$ cat src/rtl/fetch_sequencer.sv
// fetch_sequencer: program counter and one-entry fetch register between the
// instruction ROM (combinational read) and the decode stage. Handles start/halt,
// decode stall, taken-branch redirect with wrong-path drop, and sticky PC-wrap flag.
module fetch_sequencer #(
    parameter int                    ADDR_WIDTH  = 11,
    parameter int                    INSTR_WIDTH = 9,
    parameter logic [ADDR_WIDTH-1:0] START_ADDR  = '0
) (
    input  logic                   clk,
    input  logic                   rst_n,
    input  logic                   start,
    input  logic                   stall,
    input  logic                   branch_taken,
    input  logic [ADDR_WIDTH-1:0]  branch_target,
    input  logic                   halt_req,
    output logic [ADDR_WIDTH-1:0]  rom_addr,
    input  logic [INSTR_WIDTH-1:0] rom_data,
    output logic [INSTR_WIDTH-1:0] instr_out,
    output logic [ADDR_WIDTH-1:0]  instr_pc,
    output logic                   instr_valid,
    output logic                   running,
    output logic                   done,
    output logic                   pc_wrap
);

    typedef enum logic [1:0] {
        S_IDLE   = 2'd0,
        S_FETCH  = 2'd1,
        S_HALTED = 2'd2
    } state_t;

    state_t                 state_q,     state_d;
    logic [ADDR_WIDTH-1:0]  pc_q,        pc_d;
    logic [INSTR_WIDTH-1:0] instr_q,     instr_d;
    logic [ADDR_WIDTH-1:0]  instr_pc_q,  instr_pc_d;
    logic                   valid_q,     valid_d;
    logic                   wrap_q,      wrap_d;
    logic                   running_q,   running_d;
    logic                   done_q,      done_d;

    logic [ADDR_WIDTH-1:0]  pc_inc;
    logic                   pc_at_max;

    // Increment is naturally modulo 2^ADDR_WIDTH; all-ones is the wrap point.
    assign pc_inc    = pc_q + ADDR_WIDTH'(1);
    assign pc_at_max = &pc_q;

    // The ROM has no enable, so its address is the PC in every state.
    assign rom_addr    = pc_q;
    assign instr_out   = instr_q;
    assign instr_pc    = instr_pc_q;
    assign instr_valid = valid_q;
    assign running     = running_q;
    assign done        = done_q;
    assign pc_wrap     = wrap_q;

    // Next-state logic: FETCH priority is halt > stall > branch > sequential fetch.
    always_comb begin
        state_d    = state_q;
        pc_d       = pc_q;
        instr_d    = instr_q;
        instr_pc_d = instr_pc_q;
        valid_d    = valid_q;
        wrap_d     = wrap_q;

        unique case (state_q)
            S_IDLE: begin
                valid_d = 1'b0;
                if (start) begin
                    state_d = S_FETCH;
                    pc_d    = START_ADDR;
                end
            end

            S_FETCH: begin
                if (halt_req) begin
                    // Stall is irrelevant once decode has seen the halt.
                    state_d = S_HALTED;
                    valid_d = 1'b0;
                end else if (stall) begin
                    // Everything holds; a pending branch waits for stall to drop.
                end else if (branch_taken) begin
                    // The word on rom_data this cycle is wrong-path: drop it.
                    pc_d    = branch_target;
                    valid_d = 1'b0;
                end else begin
                    instr_d    = rom_data;
                    instr_pc_d = pc_q;
                    valid_d    = 1'b1;
                    pc_d       = pc_inc;
                    // Only a sequential step can wrap; a redirect never sets the flag.
                    if (pc_at_max) begin
                        wrap_d = 1'b1;
                    end
                end
            end

            S_HALTED: begin
                valid_d = 1'b0;
                if (start) begin
                    state_d = S_FETCH;
                    pc_d    = START_ADDR;
                    wrap_d  = 1'b0;
                end
            end

            default: begin
                state_d = S_IDLE;
                pc_d    = START_ADDR;
                valid_d = 1'b0;
            end
        endcase

        running_d = (state_d == S_FETCH);
        done_d    = (state_d == S_HALTED);
    end

    // State and registered outputs; reset discards the fetch register and the wrap flag.
    always_ff @(posedge clk) begin
        if (!rst_n) begin
            state_q    <= S_IDLE;
            pc_q       <= START_ADDR;
            instr_q    <= '0;
            instr_pc_q <= '0;
            valid_q    <= 1'b0;
            wrap_q     <= 1'b0;
            running_q  <= 1'b0;
            done_q     <= 1'b0;
        end else begin
            state_q    <= state_d;
            pc_q       <= pc_d;
            instr_q    <= instr_d;
            instr_pc_q <= instr_pc_d;
            valid_q    <= valid_d;
            wrap_q     <= wrap_d;
            running_q  <= running_d;
            done_q     <= done_d;
        end
    end

endmodule
$ cat config.mk
export PLATFORM = sky130hd
export DESIGN_NAME = fetch_sequencer
export DESIGN_NICKNAME = d
export VERILOG_FILES = /design/src/rtl/fetch_sequencer.sv
export SDC_FILE = /design/constraint.sdc
export NUM_CORES = 1
export LEC_CHECK = 0
export ABC_AREA = 1
export CAP_MARGIN = 15
export CORE_MARGIN = 4
export CORE_UTILIZATION = 39
export CTS_CLUSTER_DIAMETER = 100
export DETAILED_ROUTE_END_ITERATION = 7
export HOLD_SLACK_MARGIN = 0.1
export PLACE_DENSITY = 0.73
export SYNTH_ARGS = -nofsm -noshare
export SYNTH_HDL_FRONTEND = slang
export SYNTH_SLANG_ARGS = --single-unit
$ cat constraint.sdc
create_clock -name clk -period 1.2 [get_ports clk]
set_input_delay 0.24 -clock clk [delete_from_list [all_inputs] [get_ports clk]]
set_output_delay 0.24 -clock clk [all_outputs]
set_load 0.03 [all_outputs]
## Word level (Yosys, flattened, before mapping)

Cells that the tools add are included.

- Bits in registers: 37
- Logic and storage cells: 47
- Input bits: 26
- Output and inout port bits: 35

- Add/sub/neg operators: 1
- Reduce and logical (&&, ||, !) cells: 8
- Mux-type cells: 15
- Equal/unequal tests: 10
- Bitwise gates (word level): 5

Operator list:

| kind | count |
|---|---|
| two-way mux 11 bit | 4 |
| one-hot mux 11 bit (2 select lines) | 1 |
| adder 11 x 1 -> 11 bit (second input constant) | 1 |
| AND reduction 11 bit | 1 |
| != test 2 bit (second input constant) | 5 |
| two-way mux 1 bit | 6 |
| AND reduction 6 bit | 1 |
| NOT 1 bit | 5 |
| == test 2 x 1 -> 1 bit (second input constant) | 2 |
| == test 2 bit (second input constant) | 2 |
| two-way mux 2 bit | 2 |
| one-hot mux 2 bit (2 select lines) | 1 |
| AND reduction 4 bit | 1 |
| AND reduction 3 bit | 1 |
| OR reduction 3 bit | 1 |
| zero test 2 bit | 1 |
| != test 2 x 1 -> 1 bit (second input constant) | 1 |
| one-hot mux 1 bit (2 select lines) | 1 |
| nonzero test 2 bit | 1 |
| OR reduction 2 bit | 1 |

## Depth between registers and ports, before layout

- Word-level depth: 6
- Mapped depth: 9
- Mapped depth without buffers: 9

## Worst setup path before layout

Ideal clock, no wire load.

- Path type: reg2reg
- Start: register pc_q[1] (netlist: rom_addr[1])
- End: register pc_q[10] (netlist: rom_addr[10])
- Library setup time: 0.131 ns
- Required time: 1.069 ns
- Clock period less this slack: 1.528 ns
- Stages on the path, launching flop included: 9
- Buffers on the path: 0
- Data arrival time: 1.397 ns
- Path slack: -0.328 ns
- Cells stage by stage: dfxtp_1 -> ha_1 -> nand3_2 -> nor2_4 -> nand3_1 -> nand2_1 -> nand2_1 -> nand2_1 -> a21oi_2

- Cells in the longest elaborated chain, start to end: 5

RTL lines:

| item | RTL line | text |
|---|---|---|
| from (decl) | 33 | `logic [ADDR_WIDTH-1:0] pc_q, pc_d;` |
| from (signal assigned) | 131 | `pc_q <= pc_d;` |
| adder 11 x 1 -> 11 bit | 45 | `assign pc_inc = pc_q + ADDR_WIDTH'(1);` |
| two-way mux 11 bit | 82 | `end else if (branch_taken) begin` |
| two-way mux 11 bit | 80 | `end else if (stall) begin` |
| two-way mux 11 bit | 76 | `if (halt_req) begin` |
| one-hot mux 11 bit (2 select lines) | 66 | `unique case (state_q)` |

Every way passes these cells. The select of a mux whose other input is x is not followed.
A chain may end at the register's enable or synchronous reset.

## Final worst setup path

- Start: register pc_q[0] (netlist: rom_addr[0])
- End: register pc_q[10] (netlist: rom_addr[10])

The elaborated chain is that of the path after synthesis.

==> results.sh <==
export IMPL_vias_per_cell=4.92
export IMPL_ant_nets=0
export IMPL_layout_nets=342
export IMPL_fin_skew_ns=0.00264
export IMPL_wl_mm=4.80
export IMPL_hold_viol_final=0
export IMPL_ys_seq_area_frac=0.448
export IMPL_syn_nets=257
export IMPL_place_ws_ns=-0.429
export IMPL_outcome="complete, no violations"
export IMPL_synth_area_leaders="dfxtp_1, nand2_1, a21oi_1"
export IMPL_area_growth_pct=57.9
export IMPL_dr_pass1_iters=4
export IMPL_synth_top_cell_by_area="dfxtp_1"
export IMPL_fmax_mhz=836
export IMPL_cts_tree="yes"
export IMPL_multi_input_area_um2=853
export IMPL_postSynthCellCount=230
export IMPL_io_buffers=60
export IMPL_setup_ws_ns=0.00433
export IMPL_worst_setup_path_start_kind="flop"
export IMPL_worst_path_max_fanout=6
export IMPL_synth_top_area_share=0.448
export IMPL_routedWlPerCell_um=13.1
export IMPL_peakVddDrop_v=0.000577
export IMPL_final_cells=366
export IMPL_grt_pass1_vias=1695
export IMPL_finalCritPeriodShare=0.996
export IMPL_placedCellCount=355
export IMPL_synthDistinctLibCells=26
export IMPL_yosys_register_bits=37
export IMPL_seq_area_um2=766
export IMPL_grt_max_degree=16
export IMPL_hpwl_mm=3.36
export IMPL_drive_gt1_frac=0.313
export IMPL_rsz0062_at_grt="true"
export IMPL_start_util=0.408
export IMPL_drt_iter0_markers=104
export IMPL_worstSetupEndpointType="flop"
export IMPL_num_fill_cells=379
export IMPL_p_total_w=0.00262
export IMPL_critPathKind="reg2reg"
export IMPL_io_pins=61
export IMPL_yosysWarningCount=0
export IMPL_htree_levels=2
export IMPL_die_area_um2=5350
export IMPL_ctsLongestPathBuffers=2
export IMPL_cts_buffers=5
export IMPL_die_x_um=73.1
export IMPL_critical_path_required_ns=1.43
export IMPL_core_um2=4060
export IMPL_rows=23
export IMPL_setup_violations=0
export IMPL_crit_arrival_ns=1.43
export IMPL_antennaDiodeCount=0
export IMPL_power_leakage_nw=1.08
export IMPL_period_minus_slack_ns=1.20
export IMPL_maxCapViolCount=0
export IMPL_grt_overflow=0
export IMPL_slew_headroom=0.838
export IMPL_netlist_area_um2=1650
export IMPL_antenna_found_initial=0
export IMPL_tightest_slew_ns=0.241
export IMPL_cts_sinks=37
export IMPL_drc_errors=0
export IMPL_syn_avg_cell_area_um2=7.19
export IMPL_final_max_slew_viol_count=0
export IMPL_num_vias=1799
export IMPL_power_density_nw_per_um2=1000
export IMPL_fp_dieH_um=73.1
export IMPL_grt_pass1_wl_mm=7.58
export IMPL_min_path_type="in2reg"
export IMPL_cts_root_buf="clkbuf_8"
export IMPL_finalWeightedCongestion=0.792
export IMPL_clk_latency_ns=0.29
export IMPL_tns_ns=0
export IMPL_ctsHoldBuffers=0
export IMPL_grt_usage=0.184
export IMPL_path_clk_slew_ns=0.07
-- state kept, by name, summed over array words and instances (netlist names) --
signal	count
running	1
instr_out	9
instr_pc	11
rom_addr	11
done	1
state_q	2
pc_wrap	1
instr_valid	1
-- through the flow --
step           hold slack (ns)  utilization  area (µm²)
3_3_place_gp             0.452        0.592        2400
4_1_cts                  0.347        0.635        2570
3_5_place_dp             0.456        0.592        2400
2_1_floorplan            0.319            -        1690
5_1_grt                  0.366        0.644        2610
6_report                 0.348        0.644        2610
-- cells in the final DEF (no fill, tap or decap), types with 3 or more instances in the layout --
cell and n:
a21oi_2 4, dfxtp_2 8, dlygate4sd2_1 3, nor2_4 3, nand3_1 8, dfxtp_1 25
buf_6 6, nor2_2 3, nand2_1 65, nor2_1 27, inv_1 11, buf_4 52
dfxtp_4 4, o21ai_0 12, a21oi_1 31, clkdlybuf4s50_1 22, clkbuf_8 6
-- worst max-delay path, cell delays in order (launching register included) --
cell and delay [ns]:
dfxtp_4 0.36, ha_4 0.15, nand3_4 0.09, nor2_4 0.17, nand2_2 0.05, nand2_1 0.05, nand2_1 0.05, nand2_1 0.05
nand2_1 0.06, a21oi_2 0.11
-- where the power goes --
group / total, W / leakage, nW / switching, W / internal [W]
sequential: 0.00128 / 0.306 / 0.0000254 / 0.00126
clock: 0.000893 / 0.0455 / 0.000425 / 0.000468
combinational: 0.000440 / 0.723 / 0.000224 / 0.000216
-- cells by family after synthesis --
group                    count (synthesis)  synth area share
AND/OR/NAND/NOR                        116             0.303
AO/OA/AOI/OAI                           50             0.155
flip-flops                              37             0.448
buffers and inverters                   23            0.0703
XOR/XNOR                                 3            0.0159
adder cells (fa/ha/maj)                  1           0.00756
-- final cells by class --
cell class,instances,area share
multi-input cells,170,0.327
repair buffers,86,0.297
flip-flops and latches,37,0.293
clock buffers,8,0.0345
inverters,15,0.0244
well taps,50,0.0239
-- cells in the mapped netlist --
cell,instances
a211oi_1,1
a21oi_1,34
a21oi_2,1
buf_2,2
buf_4,1
buf_6,3
clkbuf_1,2
clkinv_1,1
clkinv_2,1
dfxtp_1,37
ha_1,1
inv_1,12
inv_2,1
nand2_1,65
nand2_2,3
nand3_1,8
nand3_2,3
nand3b_1,2
nand4_1,1
nor2_1,30
nor2_2,1
nor2_4,2
nor4_1,1
o21ai_0,14
xnor2_1,1
xor2_1,2
-- final timing paths --
kind	from	end	slack [ns]	cells after the start
setup / recovery	rom_addr[0]$_SDFFE_PN0P_	rom_addr[10]$_SDFFE_PN0P_	0.004	9
hold / removal	halt_req	instr_valid$_SDFFE_PP0N_	0.35	2
setup reg to reg	rom_addr[0]$_SDFFE_PN0P_	rom_addr[10]$_SDFFE_PN0P_	0.004	9
hold reg to reg	instr_out[8]$_SDFFE_PN0P_	instr_out[8]$_SDFFE_PN0P_	0.46	2
-- per-layer routing --
| metal | vias to the layer above | wire, µm | global-route usage |
|---|---|---|---|
| li1 | 908 | - | - |
| met1 | 822 | 2010 | 0.229 |
| met2 | 58 | 2350 | 0.292 |
| met3 | 11 | 331 | 0.0399 |
| met4 | 0 | 109 | 0.105 |
| met5 | - | 0 | 0 |
-- what timing repair did --
action / 4_1_cts / 5_1_grt
setup endpoints to repair: 33 / 27
buffers inserted: 2 / 0
pin swaps: 6 / 4
cloned: 1 / 0
gates resized for setup: 15 / 14
Note: power is estimated with default switching activity, not from simulation.
